==> config.mk <==
export PLATFORM = sky130hd
export DESIGN_NAME = button_group_ctl_flat
export DESIGN_NICKNAME = d
export VERILOG_FILES = /design/src/rtl/button_group_ctl_if.sv /design/src/rtl/button_group_ctl.sv /design/src/flat_wrapper.sv
export SDC_FILE = /design/constraint.sdc
export NUM_CORES = 1
export LEC_CHECK = 0
export CAP_MARGIN = 25
export CORE_UTILIZATION = 48
export CTS_CLUSTER_SIZE = 12
export DETAILED_ROUTE_END_ITERATION = 10
export PLACE_DENSITY_LB_ADDON = 0.1
export SYNTH_ARGS = -nofsm -noshare
export SYNTH_HDL_FRONTEND = slang
export SYNTH_SLANG_ARGS = --single-unit
==> constraint.sdc <==
create_clock -name clk -period 3 [get_ports clk]
set_input_delay 0.45 -clock clk [delete_from_list [all_inputs] [get_ports clk]]
set_output_delay 0.45 -clock clk [all_outputs]
set_load 0.05 [all_outputs]
==> src/rtl/button_group_ctl_if.sv <==
// Port bundle for button_group_ctl: pointer, enable, VGA streams and click/hover results.
// VGA bus layout (38 bits, MSB first): vcount[10:0], vsync, vblnk, hcount[10:0], hsync, hblnk, rgb[11:0].
interface button_group_ctl_if #(
  parameter int N_BUTTONS = 4
) ();
  localparam int IDX_W        = (N_BUTTONS > 1) ? $clog2(N_BUTTONS) : 1;
  localparam int VGA_BUS_SIZE = 38;

  logic                    enable;
  logic                    mouse_left;
  logic [11:0]             mouse_xpos;
  logic [11:0]             mouse_ypos;
  logic [VGA_BUS_SIZE-1:0] vga_in;
  logic [N_BUTTONS-1:0]    btn_click;
  logic [IDX_W-1:0]        click_idx;
  logic                    hover_valid;
  logic [IDX_W-1:0]        hover_idx;
  logic [VGA_BUS_SIZE-1:0] vga_out;

  modport slave (
    input  enable, mouse_left, mouse_xpos, mouse_ypos, vga_in,
    output btn_click, click_idx, hover_valid, hover_idx, vga_out
  );

  modport master (
    output enable, mouse_left, mouse_xpos, mouse_ypos, vga_in,
    input  btn_click, click_idx, hover_valid, hover_idx, vga_out
  );
endinterface

==> src/rtl/button_group_ctl.sv <==
// Row/column of N on-screen buttons: hit test, press/release click FSM, and
// bordered, state-coloured rectangles overlaid on a 1-cycle-delayed VGA stream.
module button_group_ctl #(
  parameter int          N_BUTTONS    = 4,
  parameter int          VERTICAL     = 0,
  parameter int          X_POS        = 50,
  parameter int          Y_POS        = 50,
  parameter int          BTN_WIDTH    = 200,
  parameter int          BTN_HEIGHT   = 60,
  parameter int          GAP          = 20,
  parameter int          BORDER       = 2,
  parameter logic [11:0] IDLE_COLOR   = 12'h888,
  parameter logic [11:0] HOVER_COLOR  = 12'hBBB,
  parameter logic [11:0] PRESS_COLOR  = 12'h44F,
  parameter logic [11:0] BORDER_COLOR = 12'h000
) (
  input logic               clk,
  input logic               rst,
  button_group_ctl_if.slave bus
);
  localparam int IDX_W = (N_BUTTONS > 1) ? $clog2(N_BUTTONS) : 1;
  localparam int VGA_W = 38;

  typedef enum logic [1:0] {
    S_IDLE    = 2'd0,
    S_ARMED   = 2'd1,
    S_BLOCKED = 2'd2
  } state_t;

  function automatic logic [11:0] org_x(input int k);
    return 12'(X_POS + ((VERTICAL == 0) ? k * (BTN_WIDTH + GAP) : 0));
  endfunction

  function automatic logic [11:0] org_y(input int k);
    return 12'(Y_POS + ((VERTICAL != 0) ? k * (BTN_HEIGHT + GAP) : 0));
  endfunction

  function automatic logic in_btn(input int k, input logic [11:0] x, input logic [11:0] y);
    logic [11:0] x0;
    logic [11:0] y0;
    x0 = org_x(k);
    y0 = org_y(k);
    return (x >= x0) && (x <= 12'(x0 + BTN_WIDTH - 1)) &&
           (y >= y0) && (y <= 12'(y0 + BTN_HEIGHT - 1));
  endfunction

  // Only meaningful for a pixel already known to be inside button k.
  function automatic logic on_border(input int k, input logic [11:0] x, input logic [11:0] y);
    logic [11:0] x0;
    logic [11:0] y0;
    x0 = org_x(k);
    y0 = org_y(k);
    return (x < 12'(x0 + BORDER)) || (x > 12'(x0 + BTN_WIDTH - 1 - BORDER)) ||
           (y < 12'(y0 + BORDER)) || (y > 12'(y0 + BTN_HEIGHT - 1 - BORDER));
  endfunction

  // ---------------- stage 1: pointer sampling and hit test ----------------
  logic             hit_valid;
  logic [IDX_W-1:0] hit_idx;

  // NOTE: every always_comb output gets a default first so no path leaves it unassigned (no latch).
  always_comb begin
    hit_valid = 1'b0;
    hit_idx   = '0;
    for (int k = 0; k < N_BUTTONS; k++) begin
      if (in_btn(k, bus.mouse_xpos, bus.mouse_ypos)) begin
        hit_valid = 1'b1;
        hit_idx   = IDX_W'(k);
      end
    end
  end

  logic             left_q, left_qq, primed;
  logic             hover_valid_q;
  logic [IDX_W-1:0] hover_idx_q;

  // primed stays low after reset until the button is seen released, so a
  // button held through reset cannot produce a press edge.
  // NOTE: sequential state uses non-blocking assignments so all flops update from pre-edge values.
  always_ff @(posedge clk or posedge rst) begin
    if (rst) begin
      left_q        <= 1'b0;
      left_qq       <= 1'b0;
      primed        <= 1'b0;
      hover_valid_q <= 1'b0;
      hover_idx_q   <= '0;
    end else begin
      left_q        <= bus.mouse_left;
      left_qq       <= left_q;
      primed        <= primed | ~bus.mouse_left;
      hover_valid_q <= bus.enable & hit_valid;
      hover_idx_q   <= (bus.enable && hit_valid) ? hit_idx : '0;
    end
  end

  logic press, release_ev;
  assign press      = left_q & ~left_qq & primed;
  assign release_ev = ~left_q & left_qq;

  // ---------------- click FSM ----------------
  state_t           state, state_d;
  logic [IDX_W-1:0] arm_idx, arm_idx_d;
  logic             fire_d;

  always_ff @(posedge clk or posedge rst) begin
    if (rst) begin
      state   <= S_IDLE;
      arm_idx <= '0;
    end else begin
      state   <= state_d;
      arm_idx <= arm_idx_d;
    end
  end

  always_comb begin
    state_d   = state;
    arm_idx_d = arm_idx;
    fire_d    = 1'b0;
    if (!bus.enable) begin
      state_d = S_IDLE;
    end else begin
      unique case (state)
        S_IDLE: begin
          if (press) begin
            if (hover_valid_q) begin
              state_d   = S_ARMED;
              arm_idx_d = hover_idx_q;
            end else begin
              state_d = S_BLOCKED;
            end
          end
        end
        S_ARMED: begin
          if (release_ev) begin
            fire_d  = hover_valid_q && (hover_idx_q == arm_idx);
            state_d = S_IDLE;
          end
        end
        S_BLOCKED: begin
          if (release_ev) state_d = S_IDLE;
        end
        default: state_d = S_IDLE;
      endcase
    end
  end

  // ---------------- video overlay ----------------
  logic [11:0]      pix_x, pix_y;
  logic             blank;
  logic [11:0]      rgb_d;
  logic [VGA_W-1:0] vga_d;

  always_comb begin
    pix_x = {1'b0, bus.vga_in[24:14]};
    pix_y = {1'b0, bus.vga_in[37:27]};
    blank = bus.vga_in[12] | bus.vga_in[25];
    rgb_d = bus.vga_in[11:0];
    if (bus.enable && !blank) begin
      for (int k = 0; k < N_BUTTONS; k++) begin
        if (in_btn(k, pix_x, pix_y)) begin
          if (on_border(k, pix_x, pix_y))
            rgb_d = BORDER_COLOR;
          else if (state == S_ARMED && arm_idx == IDX_W'(k) &&
                   hover_valid_q && hover_idx_q == IDX_W'(k))
            rgb_d = PRESS_COLOR;
          else if (hover_valid_q && hover_idx_q == IDX_W'(k))
            rgb_d = HOVER_COLOR;
          else
            rgb_d = IDLE_COLOR;
        end
      end
    end
    vga_d = {bus.vga_in[37:12], rgb_d};
  end

  // ---------------- output registers ----------------
  logic                 fire_q;
  logic [IDX_W-1:0]     fire_idx_q;
  logic [N_BUTTONS-1:0] click_onehot;
  logic [N_BUTTONS-1:0] btn_click_q;
  logic [IDX_W-1:0]     click_idx_q;
  logic [VGA_W-1:0]     vga_out_q;

  always_comb begin
    click_onehot = '0;
    for (int k = 0; k < N_BUTTONS; k++)
      click_onehot[k] = (fire_idx_q == IDX_W'(k));
  end

  // The click decision is registered once more before reaching the ports.
  always_ff @(posedge clk or posedge rst) begin
    if (rst) begin
      fire_q      <= 1'b0;
      fire_idx_q  <= '0;
      btn_click_q <= '0;
      click_idx_q <= '0;
      vga_out_q   <= '0;
    end else begin
      fire_q     <= fire_d;
      fire_idx_q <= arm_idx;
      vga_out_q  <= vga_d;
      if (fire_q && bus.enable) begin
        btn_click_q <= click_onehot;
        click_idx_q <= fire_idx_q;
      end else begin
        btn_click_q <= '0;
      end
    end
  end

  assign bus.btn_click   = btn_click_q;
  assign bus.click_idx   = click_idx_q;
  assign bus.hover_valid = hover_valid_q;
  assign bus.hover_idx   = hover_idx_q;
  assign bus.vga_out     = vga_out_q;
endmodule

==> src/flat_wrapper.sv <==
// flat-port wrapper written by rule: the top's interface ports become plain ports
module button_group_ctl_flat 
#(
  parameter int          N_BUTTONS    = 4,
  parameter int          VERTICAL     = 0,
  parameter int          X_POS        = 50,
  parameter int          Y_POS        = 50,
  parameter int          BTN_WIDTH    = 200,
  parameter int          BTN_HEIGHT   = 60,
  parameter int          GAP          = 20,
  parameter int          BORDER       = 2,
  parameter logic [11:0] IDLE_COLOR   = 12'h888,
  parameter logic [11:0] HOVER_COLOR  = 12'hBBB,
  parameter logic [11:0] PRESS_COLOR  = 12'h44F,
  parameter logic [11:0] BORDER_COLOR = 12'h000
)
  (clk, rst, bus_enable, bus_mouse_left, bus_mouse_xpos, bus_mouse_ypos, bus_vga_in, bus_btn_click, bus_click_idx, bus_hover_valid, bus_hover_idx, bus_vga_out);
  button_group_ctl_if #(.N_BUTTONS(N_BUTTONS)) bus_i ();
  input logic clk;
  input logic rst;
  input wire logic [$bits(bus_i.enable)-1:0] bus_enable;
  input wire logic [$bits(bus_i.mouse_left)-1:0] bus_mouse_left;
  input wire logic [$bits(bus_i.mouse_xpos)-1:0] bus_mouse_xpos;
  input wire logic [$bits(bus_i.mouse_ypos)-1:0] bus_mouse_ypos;
  input wire logic [$bits(bus_i.vga_in)-1:0] bus_vga_in;
  output wire logic [$bits(bus_i.btn_click)-1:0] bus_btn_click;
  output wire logic [$bits(bus_i.click_idx)-1:0] bus_click_idx;
  output wire logic [$bits(bus_i.hover_valid)-1:0] bus_hover_valid;
  output wire logic [$bits(bus_i.hover_idx)-1:0] bus_hover_idx;
  output wire logic [$bits(bus_i.vga_out)-1:0] bus_vga_out;
  assign bus_i.enable = bus_enable;
  assign bus_i.mouse_left = bus_mouse_left;
  assign bus_i.mouse_xpos = bus_mouse_xpos;
  assign bus_i.mouse_ypos = bus_mouse_ypos;
  assign bus_i.vga_in = bus_vga_in;
  assign bus_btn_click = bus_i.btn_click;
  assign bus_click_idx = bus_i.click_idx;
  assign bus_hover_valid = bus_i.hover_valid;
  assign bus_hover_idx = bus_i.hover_idx;
  assign bus_vga_out = bus_i.vga_out;
  button_group_ctl #(.N_BUTTONS(N_BUTTONS), .VERTICAL(VERTICAL), .X_POS(X_POS), .Y_POS(Y_POS), .BTN_WIDTH(BTN_WIDTH), .BTN_HEIGHT(BTN_HEIGHT), .GAP(GAP), .BORDER(BORDER), .IDLE_COLOR(IDLE_COLOR), .HOVER_COLOR(HOVER_COLOR), .PRESS_COLOR(PRESS_COLOR), .BORDER_COLOR(BORDER_COLOR)) u_core (.clk(clk), .rst(rst), .bus(bus_i));
endmodule
==> flow_metrics.env <==
export IMPL_avgRoutedWirePerCell_um=15.9
export IMPL_grt_pass1_vias=2809
export IMPL_critPathCaptureType="flop"
export IMPL_ys_seq_elements=57
export IMPL_wirelength_mm=8.24
export IMPL_start_util=0.507
export IMPL_p_leak_nw=1.78
export IMPL_fmax_mhz=350
export IMPL_fillers=424
export IMPL_netlist_instances=314
export IMPL_die_h_um=82.0
export IMPL_dp_hpwl_mm=6.13
export IMPL_die_w_um=82.0
export IMPL_slew_headroom=0.303
export IMPL_hold_viol=0
export IMPL_fin_hold_ws_ns=0.437
export IMPL_dp_cells=503
export IMPL_synth_main_ff_cell="dfrtp_1"
export IMPL_clk_pin_slew_ns=0.06
export IMPL_drc_errors=0
export IMPL_drive_above_1_share=0.113
export IMPL_worstMarginPinSlew_ns=1.04
export IMPL_yosysWarnings=0
export IMPL_viasPerCell=5.96
export IMPL_hold_class="flop to flop"
export IMPL_grt_pass1_wl_mm=13.1
export IMPL_cts_max_level=3
export IMPL_cts_inserted_buffers=9
export IMPL_place_gp_congestion=0.889
export IMPL_synthArstFlopShare=1.00
export IMPL_syn2layout_area_growth_pct=47.5
export IMPL_num_rows=28
export IMPL_power_density_mw_per_mm2=437
export IMPL_finalCritPeriodShare=0.951
export IMPL_tns_ns=0
export IMPL_multi_input_area_sq_mm=0.00153
export IMPL_track_usage=0.259
export IMPL_vias=3089
export IMPL_diodes=0
export IMPL_cts_sinks=57
export IMPL_rr_startpoint="u_core.state[1]"
export IMPL_cts_hold_buffers=0
export IMPL_netlist_area_sq_mm=0.00307
export IMPL_synth_edf_count=0
export IMPL_peakVddDrop_mv=0.355
export IMPL_synth_seq_area_share=0.464
export IMPL_max_cap_viol_count=0
export IMPL_grt_max_degree=58
export IMPL_globalRouteOverflowTotal=0
export IMPL_fin_worst_skew_ns=0.00640
export IMPL_finalNetCount=507
export IMPL_core_sq_mm=0.00606
export IMPL_worstSetupPathType="primary input to flop"
export IMPL_worstSkewPairLatency_ns=0.34
export IMPL_setup_violations=0
export IMPL_first_pass_iters=5
export IMPL_startpoint="bus_vga_in[21]"
export IMPL_syn_area_per_cell_sq_um=9.78
export IMPL_arrival_ns=3.05
export IMPL_ioPinCount=113
export IMPL_ys_types=61
export IMPL_final_cells=518
export IMPL_cp_max_fo=8
export IMPL_min_period_ns=2.85
export IMPL_required_ns=3.20
export IMPL_cts_tree="yes"
export IMPL_antenna_found_initial=0
export IMPL_drt_iter0_drc=224
export IMPL_clockBufferDepth=2
export IMPL_syn_num_nets=382
export IMPL_final_cell_mix="109 x clkdlybuf4s50_1, 57 x dfrtp_1, 23 x nor2_1"
export IMPL_outcome="completed"
export IMPL_p_total_mw=1.98
export IMPL_cts_root_buf="clkbuf_8"
export IMPL_start_kind="primary input"
export IMPL_regArea_sq_mm=0.00143
export IMPL_final_common_cell="clkdlybuf4s50_1"
export IMPL_rsz0062_at_grt="false"
export IMPL_die_area_sq_mm=0.00672
export IMPL_antenna_left=0
export IMPL_portBuffers=110
export IMPL_drv_slew=0
export IMPL_hold_path_startpoint="u_core.left_q"
## cell families (layout without fill, tap and decap cells)
group / after synthesis / count (layout) / synth area share
AO/OA/AOI/OAI: 100 / 100 / 0.242
XOR/XNOR: 2 / 2 / 0.00570
adder cells (fa/ha/maj): 2 / 2 / 0.00815
buffers and inverters: 25 / 154 / 0.0363
flip-flops: 57 / 57 / 0.464
multiplexers: 2 / 2 / 0.00733
AND/OR/NAND/NOR: 126 / 126 / 0.237
## metrics by stage
stage           util  setup slack [ns]  cell area [sq um]
2_1_floorplan      -             0.839               3070
3_3_place_gp   0.715            0.0206               4330
3_5_place_dp   0.715           -0.0304               4330
4_1_cts        0.747             0.298               4530
5_1_grt        0.747            0.0704               4530
6_report       0.747             0.147               4530
## path summary, 6_finish.rpt
kind	endpoint	slack [ns]	cells after the start
worst max-delay path	u_core.bus.vga_out[7]	0.15	8
worst min-delay path	u_core.left_qq	0.44	0
worst max register to register	u_core.bus.vga_out[2]	0.98	6
worst min register to register	u_core.left_qq	0.44	0
max in group asynchronous	u_core.arm_idx[0]	1.90	3
min in group asynchronous	u_core.bus.vga_out[37]	0.64	3
## area by class of cell
cell class                 instances  share of cell area
timing repair buffer             128               0.273
tap                               75              0.0207
clock buffer                      12              0.0343
sequential                        57               0.315
inverter                          11             0.00912
clock inverter                     3             0.00884
multi-input combinational        232               0.339
## Yosys cell counts, types with 3 or more instances
| cell | n | area share |
|---|---|---|
| a2111oi_0 | 3 | 0.0086 |
| a21boi_0 | 3 | 0.0073 |
| a21o_1 | 4 | 0.0098 |
| a21oi_1 | 18 | 0.029 |
| a221oi_1 | 3 | 0.0086 |
| a31oi_1 | 6 | 0.012 |
| and3_1 | 4 | 0.0081 |
| buf_2 | 5 | 0.0081 |
| clkbuf_1 | 7 | 0.0086 |
| dfrtp_1 | 57 | 0.46 |
| inv_1 | 11 | 0.013 |
| nand2_1 | 18 | 0.022 |
| nand2b_1 | 3 | 0.0061 |
| nand3_1 | 15 | 0.024 |
| nand3b_1 | 5 | 0.012 |
| nand4_1 | 3 | 0.0061 |
| nor2_1 | 23 | 0.028 |
| nor2b_1 | 10 | 0.020 |
| nor3_1 | 12 | 0.020 |
| nor3b_1 | 5 | 0.012 |
| o211ai_1 | 10 | 0.024 |
| o21ai_0 | 12 | 0.020 |
| o221ai_1 | 4 | 0.011 |
| o22ai_1 | 16 | 0.033 |
| o311a_1 | 3 | 0.0098 |
| or2_2 | 3 | 0.0061 |
| or3_1 | 6 | 0.012 |
| or4_1 | 3 | 0.0073 |
## registers in the layout, summed over array words and instances (netlist names)
register and flops:
u_core.bus.vga_out 38, u_core.fire_idx_q 2, u_core.fire_q 1, u_core.state 2
u_core.bus.hover_valid 1, u_core.left_q 1, u_core.bus.btn_click 4, u_core.bus.click_idx 2
u_core.arm_idx 2, u_core.left_qq 1, u_core.primed 1, u_core.bus.hover_idx 2
## report_power, final
| group | total (mW) | leakage (nW) | switching [mW] | internal (mW) |
|---|---|---|---|---|
| Clock | 0.718 | 0.102 | 0.297 | 0.421 |
| Sequential | 0.813 | 0.696 | 0.00970 | 0.803 |
| Combinational | 0.448 | 0.986 | 0.256 | 0.191 |
## worst max-delay path, stage by stage
cell	delay [ns]
clkdlybuf4s50_1	0.56
buf_4	0.22
or4_1	0.51
o21ai_0	0.32
a211oi_1	0.25
nand2_1	0.22
nand3_1	0.09
a221oi_1	0.43
## metal layers
metal  vias up  global-route usage  share of wire
li1       1465                   -              -
met1      1448               0.331           0.43
met2       164               0.420           0.47
met3        12              0.0556          0.085
met4         0               0.114          0.014
met5         -                   0              0
## timing repair
action,4_1_cts,5_1_grt
endpoints found under the setup margin,0,1
setup buffers,0,0
gates resized for setup,0,1
No activity file was read; power rests on OpenSTA's default activity.
